$ cat config.mk
export PLATFORM = sky130hd
export DESIGN_NAME = aes256_round_ctrl_flat
export DESIGN_NICKNAME = d
export VERILOG_FILES = /design/src/rtl/aes256_round_ctrl_if.sv /design/src/rtl/aes256_round_ctrl.sv /design/src/flat_wrapper.sv
export SDC_FILE = /design/constraint.sdc
export NUM_CORES = 1
export LEC_CHECK = 0
export ABC_AREA = 0
export BUFFER_PORTS_ARGS = -buffer_cell sky130_fd_sc_hd__buf_2
export CAP_MARGIN = 20
export CORE_AREA = 4 4 252 254
export CTS_CLUSTER_DIAMETER = 80
export DETAILED_ROUTE_END_ITERATION = 7
export DIE_AREA = 0 0 256 258
export GPL_ROUTABILITY_DRIVEN = 0
export SYNTH_ARGS = -nofsm -noshare
export SYNTH_HDL_FRONTEND = slang
export SYNTH_SLANG_ARGS = --single-unit
$ cat constraint.sdc
create_clock -name clk -period 2.4 [get_ports clk]
set_input_delay 0.12 -clock clk [delete_from_list [all_inputs] [get_ports clk]]
set_output_delay 0.12 -clock clk [all_outputs]
set_load 0.01 [all_outputs]
$ cat src/rtl/aes256_round_ctrl_if.sv
// Handshake and datapath bus for the AES round controller.
//   pt_valid/pt_ready/pt : plaintext stream into the controller
//   rk_idx/rk            : round key index out, key returned same cycle
//   dp_state/dp_final/dp_result : external combinational round datapath
//   ct_valid/ct_ready/ct : ciphertext stream out of the controller
//   busy                 : controller not idle
// slave  = controller side, master = environment (source, key store,
// datapath, sink).
interface aes256_round_ctrl_if #(
  parameter int RKW = 4
);
  logic           pt_valid;
  logic           pt_ready;
  logic [127:0]   pt;
  logic [RKW-1:0] rk_idx;
  logic [127:0]   rk;
  logic [127:0]   dp_state;
  logic           dp_final;
  logic [127:0]   dp_result;
  logic           ct_valid;
  logic           ct_ready;
  logic [127:0]   ct;
  logic           busy;

  modport slave (
    input  pt_valid, pt, rk, dp_result, ct_ready,
    output pt_ready, rk_idx, dp_state, dp_final, ct_valid, ct, busy
  );

  modport master (
    output pt_valid, pt, rk, dp_result, ct_ready,
    input  pt_ready, rk_idx, dp_state, dp_final, ct_valid, ct, busy
  );
endinterface

$ cat src/rtl/aes256_round_ctrl.sv
// Iterative AES round sequencer. Owns the 128-bit state register and the
// round counter, drives the external round datapath and the key store
// index, and moves one block at a time between the plaintext and
// ciphertext valid/ready streams.
// Ports:
//   clk   : clock, rising edge
//   rst   : synchronous active-high reset
//   abort : (only with AES_ROUND_CTRL_ABORT_EN) drop the block in flight
//   bus   : aes256_round_ctrl_if.slave (pt/rk/dp/ct streams, busy)
// Parameters: NR rounds (2..14), RKW key index width (2^RKW > NR).
// Optional feature macro: AES_ROUND_CTRL_ABORT_EN.
module aes256_round_ctrl #(
  parameter int NR  = 14,
  parameter int RKW = 4
) (
  input  logic clk,
  input  logic rst,
`ifdef AES_ROUND_CTRL_ABORT_EN
  input  logic abort,
`endif
  aes256_round_ctrl_if.slave bus
);

  localparam int              RNDW = $clog2(NR + 1);
  localparam logic [RNDW-1:0] LAST = RNDW'(NR);
  localparam logic [RNDW-1:0] ONE  = RNDW'(1);

  typedef enum logic [1:0] {IDLE, ROUND, DONE} state_t;

  state_t          st;
  logic [RNDW-1:0] rnd;
  logic [RNDW-1:0] rk_idx_q;
  logic [127:0]    state_q;
  logic            pt_ok;
  logic            dp_final_q;
  logic            ct_valid_q;
  logic            busy_q;
  logic            flush;

`ifdef AES_ROUND_CTRL_ABORT_EN
  // Abort only matters with a block in flight; in IDLE it is a no-op so a
  // coincident plaintext handshake still goes through.
  assign flush = abort && (st != IDLE);
`else
  assign flush = 1'b0;
`endif

  always_ff @(posedge clk) begin
    if (rst || flush) begin
      st         <= IDLE;
      rnd        <= '0;
      rk_idx_q   <= '0;
      state_q    <= '0;
      pt_ok      <= 1'b1;
      dp_final_q <= 1'b0;
      ct_valid_q <= 1'b0;
      busy_q     <= 1'b0;
    end else begin
      case (st)
        IDLE: begin
          if (bus.pt_valid && pt_ok) begin
            // Initial AddRoundKey uses key 0, which rk_idx selects in IDLE.
            state_q    <= bus.pt ^ bus.rk;
            rnd        <= ONE;
            rk_idx_q   <= ONE;
            dp_final_q <= (LAST == ONE);
            pt_ok      <= 1'b0;
            busy_q     <= 1'b1;
            st         <= ROUND;
          end
        end
        ROUND: begin
          state_q <= bus.dp_result;
          if (rnd == LAST) begin
            rk_idx_q   <= '0;
            dp_final_q <= 1'b0;
            ct_valid_q <= 1'b1;
            st         <= DONE;
          end else begin
            // Outputs are registered, so they are loaded with the value
            // belonging to the next round.
            rnd        <= rnd + ONE;
            rk_idx_q   <= rnd + ONE;
            dp_final_q <= ((rnd + ONE) == LAST);
          end
        end
        DONE: begin
          // The IDLE cycle after the ct handshake is the single bubble
          // between blocks; pt_ready never overlaps ct_valid.
          if (bus.ct_ready) begin
            rnd        <= '0;
            ct_valid_q <= 1'b0;
            busy_q     <= 1'b0;
            pt_ok      <= 1'b1;
            st         <= IDLE;
          end
        end
        default: st <= IDLE;
      endcase
    end
  end

  assign bus.pt_ready = pt_ok && !rst;
  assign bus.rk_idx   = RKW'(rk_idx_q);
  assign bus.dp_state = state_q;
  assign bus.dp_final = dp_final_q;
  assign bus.ct_valid = ct_valid_q;
  assign bus.ct       = state_q;
  assign bus.busy     = busy_q;

endmodule

$ cat src/flat_wrapper.sv
// flat-port wrapper written by rule: the top's interface ports become plain ports
module aes256_round_ctrl_flat 
#(
  parameter int NR  = 14,
  parameter int RKW = 4
)
  (clk, rst, bus_pt_valid, bus_pt, bus_rk, bus_dp_result, bus_ct_ready, bus_pt_ready, bus_rk_idx, bus_dp_state, bus_dp_final, bus_ct_valid, bus_ct, bus_busy);
  aes256_round_ctrl_if #(.RKW(RKW)) bus_i ();
  input  logic clk;
  input  logic rst;
  input wire logic [$bits(bus_i.pt_valid)-1:0] bus_pt_valid;
  input wire logic [$bits(bus_i.pt)-1:0] bus_pt;
  input wire logic [$bits(bus_i.rk)-1:0] bus_rk;
  input wire logic [$bits(bus_i.dp_result)-1:0] bus_dp_result;
  input wire logic [$bits(bus_i.ct_ready)-1:0] bus_ct_ready;
  output wire logic [$bits(bus_i.pt_ready)-1:0] bus_pt_ready;
  output wire logic [$bits(bus_i.rk_idx)-1:0] bus_rk_idx;
  output wire logic [$bits(bus_i.dp_state)-1:0] bus_dp_state;
  output wire logic [$bits(bus_i.dp_final)-1:0] bus_dp_final;
  output wire logic [$bits(bus_i.ct_valid)-1:0] bus_ct_valid;
  output wire logic [$bits(bus_i.ct)-1:0] bus_ct;
  output wire logic [$bits(bus_i.busy)-1:0] bus_busy;
  assign bus_i.pt_valid = bus_pt_valid;
  assign bus_i.pt = bus_pt;
  assign bus_i.rk = bus_rk;
  assign bus_i.dp_result = bus_dp_result;
  assign bus_i.ct_ready = bus_ct_ready;
  assign bus_pt_ready = bus_i.pt_ready;
  assign bus_rk_idx = bus_i.rk_idx;
  assign bus_dp_state = bus_i.dp_state;
  assign bus_dp_final = bus_i.dp_final;
  assign bus_ct_valid = bus_i.ct_valid;
  assign bus_ct = bus_i.ct;
  assign bus_busy = bus_i.busy;
  aes256_round_ctrl #(.NR(NR), .RKW(RKW)) u_core (.clk(clk), .rst(rst), .bus(bus_i));
endmodule
# Yosys cells after proc, flatten, opt, wreduce, memory -nomap -nowiden
# Index checks and enable logic that the tools add are counted.
[totals] register_bits=142 input_bits=388 output_inout_bits=264 word_cells=53
[classes] add_sub_neg=1 n_eq_ne=8 n_mux=22 n_bitwise=1 reduce_logical=13
[op_table] op="one-hot mux 128 bit (2 select lines)" n=1
[op_table] op="two-way mux 128 bit" n=1
[op_table] op="XOR 128 bit" n=1
[op_table] op="two-way mux 4 bit" n=4
[op_table] op="one-hot mux 4 bit (3 select lines)" n=1
[op_table] op="AND reduction 3 bit" n=3
[op_table] op="== test 4 bit (second input constant)" n=2
[op_table] op="one-hot mux 1 bit (2 select lines)" n=4
[op_table] op="one-hot mux 4 bit (2 select lines)" n=1
[op_table] op="two-way mux 1 bit" n=6
[op_table] op="two-way mux 2 bit" n=3
[op_table] op="one-hot mux 2 bit (3 select lines)" n=1
[op_table] op="nonzero test 2 bit" n=3
[op_table] op="adder 4 x 1 -> 4 bit (second input constant)" n=1
[op_table] op="!= test 2 x 1 -> 1 bit (second input constant)" n=2
[op_table] op="!= test 2 bit (second input constant)" n=2
[op_table] op="AND reduction 4 bit" n=1
[op_table] op="nonzero test 3 bit" n=1
[op_table] op="== test 2 x 1 -> 1 bit (second input constant)" n=1
[op_table] op="== test 2 bit (second input constant)" n=1
[op_table] op="logical AND 1 bit" n=2
[op_table] op="logical NOT 2 bit" n=1
[op_table] op="AND reduction 2 bit" n=1
[op_table] op="logical NOT 1 bit" n=1

# Depth between registers and ports, before layout
# Gate-level depths: netlist of the first run.
[logic_depth] word_depth=4 depth_mapped=9

# Worst setup path after synthesis of the first run
# Ideal clock, no wire load.
[synth_path] path_type="flip-flop to flip-flop" startpoint="register u_core.rnd[0]" endpoint="register u_core.dp_final_q (netlist: u_core.bus.dp_final)" setup_time_ps=67 arrival_time_ps=1978 t_required_ps=2333 slack_ps=354 path_stages_with_launch=8 n_path_buf=1 synth_period_minus_slack_ps=2046 cell_sequence="dfxtp_1 > inv_1 > ha_1 > and3_1 > buf_6 > or3_4 > or4b_4 > a21oi_2"
[synth_via] elab_chain_len=4
[synth_rtl] element="from (decl)" line="aes256_round_ctrl.sv:31" source="logic [RNDW-1:0] rnd;"
[synth_rtl] element="from (signal assigned)" line="aes256_round_ctrl.sv:82" source="rnd <= rnd + ONE;"
[synth_rtl] element="adder 4 x 1 -> 4 bit" line="aes256_round_ctrl.sv:84" source="dp_final_q <= ((rnd + ONE) == LAST);"
[synth_rtl] element="== test 4 bit" line="aes256_round_ctrl.sv:84"
[synth_rtl] element="two-way mux 1 bit (*)" line="aes256_round_ctrl.sv:74" source="if (rnd == LAST) begin"
[synth_rtl] element="one-hot mux 1 bit (2 select lines) (*)" line="aes256_round_ctrl.sv:59" source="case (st)"
[synth_rtl] element="to (signal assigned)" line="aes256_round_ctrl.sv:66" source="dp_final_q <= (LAST == ONE);"
[synth_rtl] element="to (signal assigned)" line="aes256_round_ctrl.sv:84"
[synth_rtl] element="to (decl)" line="aes256_round_ctrl.sv:35" source="logic dp_final_q;"
# Mark *: on every way between the ends. The rest lies on a longest branch, timed or not.
# A chain may end at the register's enable or synchronous reset.

# Worst setup path after layout of the first run
[layout_path] startpoint="register u_core.st[0]" endpoint="register u_core.dp_final_q (netlist: u_core.bus.dp_final)"
[layout_via] elab_chain_len=3
[layout_rtl] element="from (decl)" line="aes256_round_ctrl.sv:30" source="state_t st;"
[layout_rtl] element="from (signal assigned)" line="aes256_round_ctrl.sv:50" source="st <= IDLE;"
[layout_rtl] element="from (signal assigned)" line="aes256_round_ctrl.sv:69" source="st <= ROUND;"
[layout_rtl] element="from (signal assigned)" line="aes256_round_ctrl.sv:78" source="st <= DONE;"
[layout_rtl] element="== test 2 x 1 -> 1 bit / logical NOT 2 bit (equally long branches)" line="aes256_round_ctrl.sv:59"
[layout_rtl] element="nonzero test 2 bit (no line) / != test 2 x 1 -> 1 bit (equally long branches)"
[layout_rtl] element="AND reduction 2 bit (no line)"
# Parallel ways exist; a longest one is shown, timed or not.

==> results.txt, run 1 <==
In the routed layout, each cell is associated on average with a via count of 3.68. The worst slew margin relative to its limit is 61.0%, and the hold buffer count at cts is 111. The layout overhead on the synthesized area came out at 58.4%. After synthesis the cells add up to 8570 sq um. The tools report the first-pass GRT wire length as 54.3 mm. The number of setup buffers added after CTS was 0; the residual overflow from global routing was 0.

The fraction of final layout cells with drive strength greater than 1 works out to 42.4%. The path type of the worst min-delay path was primary input to register. The synthesis-stage register bit count was 142. After detailed routing, the average wire length per cell comes to 15.4 microns.

The top cell type by total area after synthesis is dfxtp_1. STA classifies the critical path startpoint as a register. The tools report the number of global-route vias before repair as 9036.

The data arrival time of the worst path is 2500 ps, and the count of cells resized by post-cts repair is 0. After layout, the worst path uses 87.0% of the clock period. The die is 258 microns tall. The total of fill cells in the finished design came out at 6738.

The tools report the total routed wirelength as 37.8 mm. Derived from the worst setup path, the maximum achievable clock frequency is 479 MHz. Ranked by instance count, the synthesized netlist is headed by dfxtp_1, nor2_1, mux2i_1.

The number of buffers on the longest clock path is 2. Summed over all failing endpoints, the final setup total negative slack is 0 ps. The most frequent cell after synthesis is dfxtp_1. The antenna violation net count after detailed routing is 0. The run gives 11.0% as the aggregate global-route resource usage. The clock net sink count came out at 142. The routed layout has 9036 vias. The DRC violations left came out at 0.

The maximum level of the CTS H-tree is 4, and the time the worst path needs with I/O delays and setup is 2090 ps. For the instance area after placement, the log shows 11800 sq um. Most common flop cell mapped by yosys: dfxtp_1. Once layout is complete, the cells apart from fillers number 2454. Yosys mapped the design onto 32 distinct sky130hd cell types. The number of placed I/O pins was 652. For the core footprint, the log shows 61300 sq um. The wire-length estimate of the detail-placed layout is 30.5 mm. TritonCTS built the clock tree.

The cell count after synthesis was 1043. The maximum clock skew at final layout was 13.5 ps. The number of placed instances, taps included, is 2310. The data required time of the critical path is 2810 ps, and the maximum vdd ir drop is 481 uV. Net count reported at finish: 2046. The mean area per synthesized cell came out at 8.21 sq um. The tools report the critical path capture point type as a register. The number of buffers added by the clock tree synthesis step came out at 17.

Setup repair after global routing left no endpoint under its margin. For this design the static power due to leakage is 6.90 nW. The count of final hold-check violations was 0; the number of slew-limit violations in the final report was 0. The flow ran to the end, and the final reports show no timing, DRC or antenna violations.

At the pin with the least slew margin, the transition time is 580 ps. OpenSTA, run right after detailed placement, puts the worst setup slack at 314 ps. Max-cap violations in this run came to 0.

The smallest setup slack after layout came out at 312 ps. The number of antenna violations at the first check in global routing was 15; the power per standard cell area was 799 nW/um^2. Along the worst path, the maximum fanout reaches 5.

The logs give 66000 sq um for the area of the die and 33.2% for the part of the Yosys area used for sequential elements. The first-iteration detailed-routing DRC count was 389. The tree is rooted in a clkbuf_16. Clock latency on the worst-skew pair: 470 ps.

Largest net degree at the start of global routing: 125. The number of buffers inserted by port buffering works out to 651. The count of flip-flops with a built-in enable after synthesis was 0; the die extent in x was 256 microns.

Number of setup violations in the final report: 0. Yosys attributes the largest share of cell area to dfxtp_1, mux2i_1, xnor2_1. The number of nets in the synthesized netlist is 1439. The clock transition at the registers of the reported paths is 70 ps, and the share of flip-flops with an asynchronous set or reset is 0%. The first TritonRoute pass finished after 4 iterations. The area share of the largest cell type after synthesis is 33.2%, and the warning count from the yosys run is 0. Once the floorplan was initialized, standard cells occupied 14.0% of the core. The critical path in this run is classified as register to register. With fillers left out, the area of the finished cells amounts to 13600 sq um.

The initialized floorplan defines 91 standard-cell rows.
-- sequential cells by signal (all words and copies together), names as in the netlist --
signal	count
u_core.bus.ct_valid	1
u_core.bus.rk_idx	4
u_core.st	2
u_core.rnd	4
u_core.bus.ct	128
u_core.bus.dp_final	1
u_core.bus.busy	1
u_core.pt_ok	1
-- stage by stage --
stage / util (%) / hold slack [ps] / total power, mW
2_1_floorplan: - / 329 / 6.39
3_3_place_gp: 19.3 / 448 / 7.81
3_5_place_dp: 19.3 / 463 / 7.84
4_1_cts: 22.1 / 1.74 / 11.1
5_1_grt: 22.1 / 32.7 / 11.6
6_report: 22.1 / 47.9 / 10.8
-- power breakdown --
group          internal (mW)  switching [mW]  total [mW]
Combinational           2.11            2.50        4.61
Sequential              2.83           0.432        3.26
Clock                   1.77            1.20        2.96
-- path summary, 6_finish.rpt --
check / from / to / slack (ps) / cells after the start
setup / recovery: u_core.st[0] / u_core.bus.dp_final / 310 / 6
hold / removal: bus_dp_result[77] / u_core.bus.ct[77] / 50 / 5
setup reg to reg: u_core.st[0] / u_core.bus.dp_final / 310 / 6
hold reg to reg: u_core.bus.dp_final / u_core.bus.dp_final / 470 / 2
-- worst max-delay path, cell delays in order (launching register included) --
cell,delay [ps]
dfxtp_1,420
inv_1,110
ha_1,270
a21boi_1,200
or3_4,380
or4b_4,520
a21oi_2,130
-- layer usage --
metal | GRT usage (%) | part of all wire, %
met2 | 19.9 | 50
met1 | 11.6 | 38
met3 | 3.18 | 7.5
met5 | 0 | 0.074
met4 | 5.59 | 4.2
-- cells in the final DEF (no fill, tap or decap), drive strengths merged, types with 6 or more instances in the layout --
master	Yosys	routed
o21ai	130	130
nor2	138	138
dlygate4sd3	0	111
dfxtp	142	142
nand3	6	6
inv	8	10
xnor2	130	130
ha	8	8
mux2i	132	132
nand2	131	131
clkbuf	40	18
buf	149	666
-- layout make-up --
cell class,count,area (sq um),share of cell area (%)
antenna,2,5.00,0.0369
tap,790,988,7.29
multi-input combinational,704,4500,33.1
inverter,8,30.0,0.221
clock inverter,13,189,1.39
timing repair buffer,777,4580,33.7
clock buffer,18,439,3.24
sequential,142,2840,21.0
-- kinds of logic after synthesis --
group	synth area share, %
adder cells (fa/ha/maj)	1.17
buffers and inverters	14.5
flip-flops	33.2
AO/OA/AOI/OAI	9.47
XOR/XNOR	13.3
AND/OR/NAND/NOR	12.9
multiplexers	15.4
(Power assumes the default switching activity.)
==> run 2, diff against run 1 <==
PLACE_DENSITY = 0.32   (was default)
==> run 2 against run 1 <==
Via count shrank 1.7%. Setup slack got worse by 50 ps. Fmax fell by 2.3%. First-iteration DRC count decreased by 42%. Clock power down 7.8%. Die area unchanged. Flip-flop and latch count stayed put. Routed wire length fell by 6.7%. Non-clock buffer count is 16 higher. Global-route usage down 0.65 points.
==> results.txt, run 2 (same netlist as run 1, synthesis figures left out) <==
The flow ran to the end, and the final reports show no timing, DRC or antenna violations. The time the worst path needs with I/O delays and setup came out at 2140 ps (+49.9 ps). The worst setup path is launched from a register. Traced cell by cell, the critical path runs through inv_1 > ha_1 > a21boi_1 > or3_4 > or4b_4 > a21oi_2. TritonCTS built the clock tree. Final cell utilization of the core: 22.3% (+0.18 points). The first-iteration detailed-routing DRC count came out at 225 (-42%). The number of antenna violations at the first check in global routing is 9 (-6), and the number of buffers inserted by port buffering is 651 (unchanged). The data required time of the critical path came out at 2800 ps (about the same). Critical path capture point type: a register. The number of buffers added by the clock tree synthesis step was 17 (unchanged); the count of cells resized by post-cts repair was 0 (unchanged).

The tools report the post-detailed-placement half-perimeter wirelength as 28.3 mm (-7.3%). The logs give 2062 (+0.78%) for the net count reported at finish and 460 ps (about the same) for the clock latency on the worst-skew pair. The aggregate global-route resource usage came out at 10.3% (-0.65 points). The tools report the number of setup violations in the final report as 0 (unchanged). The critical-path cell with the highest stage delay was or4b_4. Residual overflow from global routing: 0 (unchanged). The logs give 91 (unchanged) for the count of standard-cell rows and 0 (unchanged) for the max-cap violation count. The number of buffers on the longest clock path was 2 (unchanged); the leakage power was 6.96 nW (+0.89%).

The number of flip-flops in the largest register was 128 (unchanged). The root buffer cell chosen for the clock tree is clkbuf_16. The maximum clock frequency is 468 MHz (-2.3%). The antenna violation net count after detailed routing came out at 0 (unchanged). The die extent in y works out to 258 microns (unchanged). The largest driver fanout on the critical path was 5 (unchanged); the number of global-route vias before repair was 9069 (+0.37%).

The path class of the tightest hold or removal check is primary input to register. The peak per-stage delay on the critical path came out at 530 ps (about the same). The number of placed I/O pins was 652 (unchanged); the core footprint was 61300 sq um (unchanged). The portion of the clock cycle consumed by the worst path in the final layout works out to 89.1% (+2.1 points).

The fraction of final layout cells with drive strength greater than 1 works out to 42.6% (+0.23 points). The sum of negative setup slack was 0 ps (unchanged). The average wire per standard cell was 14.3 microns (-7.5%); the total chip power was 10.7 mW (-1.6%).

The power per standard cell area works out to 780 nW/um^2 (-2.4%). The clock transition at the registers of the reported paths came out at 60 ps (about the same). Setup repair after global routing left no endpoint under its margin.

The logs give 0 (unchanged) for the count of final hold-check violations and 4 (unchanged) for the maximum level of the CTS H-tree. The number of iterations in the first detailed-routing pass was 4 (unchanged); the maximum clock skew at final layout was 7.90 ps (-5.56 ps). Leaving out fill and tap cells, the most frequent cell in the layout is buf_2. The critical path start-end classification is register to register. Total via count in the routed design: 8881 (-1.7%). Clock net sink count: 142 (unchanged). The ratio of routed vias to standard cells came out at 3.59 (-2.5%).

The effective utilization at floorplan was 14.0% (unchanged); the transition time at the pin with the least slew margin was 599 ps (+19.4 ps). Number of setup buffers added after CTS: 0 (unchanged). Leaving out fill and tap cells, the most frequent cells in the layout are buf_2, dfxtp_1, nor2_1. The DRC violations left is 0 (unchanged), and the setup slack at placement is 252 ps (-62.1 ps). The logs give 533 uV (+11%) for the maximum vdd ir drop and 262 ps (-49.9 ps) for the smallest setup slack after layout. The number of slew-limit violations in the final report is 0 (unchanged).

The hold buffer count at cts was 116 (+4.5%); the area of the die was 66000 sq um (unchanged). The area growth from synthesis to layout is 59.7%. The data arrival time of the worst path is 2540 ps (+40 ps). For the total routed wirelength, the log shows 35.3 mm (-6.7%). The worst slew margin relative to its limit was 60.0% (-0.96 points); the largest net degree at the start of global routing was 119 (-4.8%). The first-pass GRT wire length was 52.8 mm (-2.8%); the die extent in x was 256 microns (unchanged).
run 2: changes by cell type in the layout (fill, tap and decap cells not counted), moves of 2 or more:
cell / before / now
dlygate4sd3_1: 111 / 116
bufinv_16: 4 / 2
diode_2: 2 / 5
buf_4: 8 / 19
run 2: routing by layer:
metal  global-route usage [%]  part of all wire, %  up-vias
met5                        0                0.077        -
met4                     4.10                  2.4        4
met3                     3.66                  7.6       45
met2                     19.1                   53      397
met1                     10.7                   37     3897
li1                         -                    -     4538
run 2: worst max-delay path, delay by kind of cell (launching register included):
kind,cells,cell delay [ps]
buffers and inverters,1,120
and+or+nand+nor,2,920
AOI/OAI and AO/OA,2,340
adders and majority gates,1,270
DFF,1,430
run 2: per-stage QoR:
step                instances  cell area, sq um  hold WS (ps)
finish                   2474             13700          59.2
global route             2471             13700          56.6
CTS                      2469             13700         0.294
detailed placement       2321             11900           473
global placement         2321             11900           459
floorplan                1043              8570           329
run 2: cell type report:
class                   count  area, sq um
multi-input cells         704         4500
inverters                   8         30.0
repair buffers            793         4720
flip-flops and latches    142         2840
well taps                 790          988
clock buffers              20          457
diodes                      5         12.5
clock inverters            12          134
fillers                  6835        47600
run 2: power breakdown:
part	internal, mW	total (mW)	leakage (nW)	switching, mW
Clock	1.59	2.73	0.287	1.14
Sequential	2.83	3.26	1.16	0.433
Combinational	2.19	4.68	5.51	2.48
Total	6.61	10.7	6.96	4.05
run 2: worst paths after layout:
kind	end	cells after the start	slack, ps	from
setup reg to reg	u_core.bus.dp_final	6	260	u_core.st[0]
hold / removal	u_core.bus.ct[10]	5	60	bus_dp_result[10]
setup / recovery	u_core.bus.dp_final	6	260	u_core.st[0]
hold reg to reg	u_core.bus.dp_final	2	480	u_core.bus.dp_final
==> run 3, diff against run 2 <==
BUFFER_PORTS_ARGS = default   (was -buffer_cell sky130_fd_sc_hd__buf_2)
CORE_AREA = 4 4 250 252   (was 4 4 252 254)
DIE_AREA = 0 0 254 256   (was 0 0 256 258)
DONT_BUFFER_PORTS = 1   (was default)
PLACE_DENSITY = 0.3   (was 0.32)
==> run 3 against run 2 <==
The flow now finishes with violations (hold timing). Critical path depth up 1. Clock skew down 1.4 ps. Hold slack worse by 330 ps. Die area down 1.6%. Count of clock-buffer cells in the layout up 1. Combinational power down 42%. Register-to-register slack worse by 140 ps. Sequential share of layout area up 9.9 points.
==> results.txt, run 3 (same netlist as run 1, synthesis figures left out) <==
The run finished, with violations left. The final reports fail on hold timing. The count of final hold-check violations is 132 (+132), and the time the worst path needs with I/O delays and setup is 2280 ps (+140 ps). The maximum clock frequency was 439 MHz (-6.2%); the hold buffer count at cts was 10 (-91%).

For the DRC violations left, the log shows 0 (unchanged). The number of placed I/O pins is 652 (unchanged), and the worst hold margin is -269 ps (-328 ps). The leakage power was 3.59 nW (-48%). The number of global-route vias before repair is 5985 (-34%), and the clock net sink count is 142 (unchanged). The residual overflow from global routing was 0 (unchanged). The largest driver fanout on the critical path is 17 (+12), and the total via count in the routed design is 6140 (-31%). The number of cell instances on the worst register-to-register path works out to 7 (+1).

The worst slew margin relative to its limit was 64.5% (+4.5 points). The clock latency on the worst-skew pair was 460 ps (about the same). The critical path start-end classification is register to register. Peak per-stage delay on the critical path: 540 ps (about the same).

The number of iterations in the first detailed-routing pass is 4 (unchanged), and the final cell utilization of the core is 15.4% (-6.9 points). The layout overhead on the synthesized area is 8.22%. The logs give 0 (unchanged) for the number of setup violations in the final report and 90 (-1.1%) for the count of standard-cell rows. The maximum vdd ir drop is 538 uV (+0.94%).

The sum of negative setup slack came out at 0 ps (unchanged). STA classifies the critical path endpoint as a register. The run gives 2740 ps (-60 ps) as the data required time of the critical path.

The average wire per standard cell is 16.2 microns (+14%), and the maximum clock skew at final layout is 6.55 ps (-1.36 ps). The logic depth of the worst setup path including buffers is 7 (+1), and the net count reported at finish is 1295 (-37%). The tools report the buffer cell driving the clock tree root as clkbuf_16. The portion of the clock cycle consumed by the worst path in the final layout works out to 94.9% (+5.8 points).

Number of antenna violations at the first check in global routing: 0 (-9). The maximum level of the CTS H-tree was 4 (unchanged); the total routed wirelength was 27.5 mm (-22%). The area of the die was 65000 sq um (-1.6%); the die extent in x was 254 microns (-0.78%). For the count of antenna diodes in the layout, the log shows 0 (-5). The total chip power was 9.46 mW (-11%); the effective utilization at floorplan was 14.2% (+0.26 points). The run gives 2620 ps (+80 ps) as the data arrival time of the worst path. The number of buffer and inverter instances along the worst setup path is 2 (+1). The number of flip-flops in the largest register came out at 128 (unchanged).

The critical path goes through inv_1 > ha_1 > nand3_1 > o21a_4 > mux2i_1 > nor2_1 > dlygate4sd3_1. The logs give 176 (-22%) for the first-iteration detailed-routing DRC count and 7.91% (-2.4 points) for the aggregate global-route resource usage. The tools report the post-detailed-placement half-perimeter wirelength as 20.7 mm (-27%).

The number of buffers inserted by port buffering works out to 0 (-100%). The instance count along the most critical hold path came out at 1 (-4). For the setup slack at placement, the log shows 292 ps (+39.6 ps). The transition time at the pin with the least slew margin works out to 532 ps (-67.1 ps). The tools report the critical path startpoint category as a register.

TritonCTS built the clock tree. The first-pass GRT wire length was 37.5 mm (-29%); the number of buffers added by the clock tree synthesis step was 17 (unchanged). The clock transition at the registers of the reported paths works out to 60 ps (about the same). The number of slew-limit violations in the final report came out at 0 (unchanged). The number of buffers on the longest clock path came out at 2 (unchanged).

The instance area after placement came out at 8540 sq um (-28%). Total of fill cells in the finished design: 6838 (+0.044%). Core footprint: 60100 sq um (-1.8%). Leaving out fill and tap cells, the most frequent cell in the layout is dfxtp_1.

The ratio of routed vias to standard cells came out at 3.63 (+1.1%). In the layout the commonest cells are dfxtp_1, nor2_1, mux2i_1. The largest net degree at the start of global routing came out at 146 (+23%). For this design, the slowest cell found on the critical path is dlygate4sd3_1. The final standard cell area without fillers was 9270 sq um (-32%). The path class of the tightest hold or removal check is primary input to register. The fraction of final layout cells with drive strength greater than 1 works out to 6.15% (-36 points).

The antenna violation net count after detailed routing came out at 0 (unchanged). The tools report the smallest setup slack after layout as 122 ps (-140 ps). The max-cap violation count was 0 (unchanged); the die extent in y was 256 microns (-0.78%). Setup repair after global routing left no endpoint under its margin. The kind of cell adding the most delay to the critical path is buffers and inverters. The power per standard cell area works out to 1020 nW/um^2 (+31%).
-- run 3: changes by cell type in the layout (fill, tap and decap cells not counted), sizes merged --
cell / change
buf: -661
bufinv: +1
clkbuf: +1
clkinvlp: -2
diode: -5
dlygate4sd3: -106
inv: -2
-- run 3: worst paths after layout --
check	start	endpoint	slack, ps
min reg2reg	u_core.rnd[3]	u_core.rnd[3]	550
max reg2reg	u_core.st[0]	u_core.bus.ct[90]	120
min	rst	u_core.bus.ct[120]	-270
max	u_core.st[0]	u_core.bus.ct[90]	120
-- run 3: what timing repair did --
item,4_1_cts,5_1_grt
buffers inserted,0,0
resized for setup,0,5
endpoints found under the hold margin,142,132
endpoints found under the setup margin,0,7
-- run 3: final cells by class --
cell class | count | area (sq um) | share of cell area, %
Tap cell | 782 | 978 | 10.6
Multi-Input combinational cell | 704 | 4520 | 48.7
Timing Repair Buffer | 26 | 295 | 3.19
Clock inverter | 9 | 135 | 1.46
Clock buffer | 21 | 470 | 5.07
Sequential cell | 142 | 2840 | 30.7
Inverter | 8 | 30.0 | 0.324
-- run 3: through the flow --
stage / cells / hold slack [ps]
floorplan: 1043 / 329
global placement: 1652 / 211
detailed placement: 1652 / 212
CTS: 1692 / -334
global route: 1692 / -332
finish: 1692 / -269
-- run 3: power by group --
group / internal [mW] / total [mW] / switching, mW
Combinational: 1.27 / 2.73 / 1.46
Clock: 1.71 / 2.88 / 1.17
Sequential: 2.83 / 3.84 / 1.01
Total: 5.81 / 9.46 / 3.65
-- run 3: layer usage --
layer	global-route usage [%]	wire length, microns
met2	14.3	14200
met3	3.52	2730
met5	0	0
met4	4.13	908
met1	7.50	9660
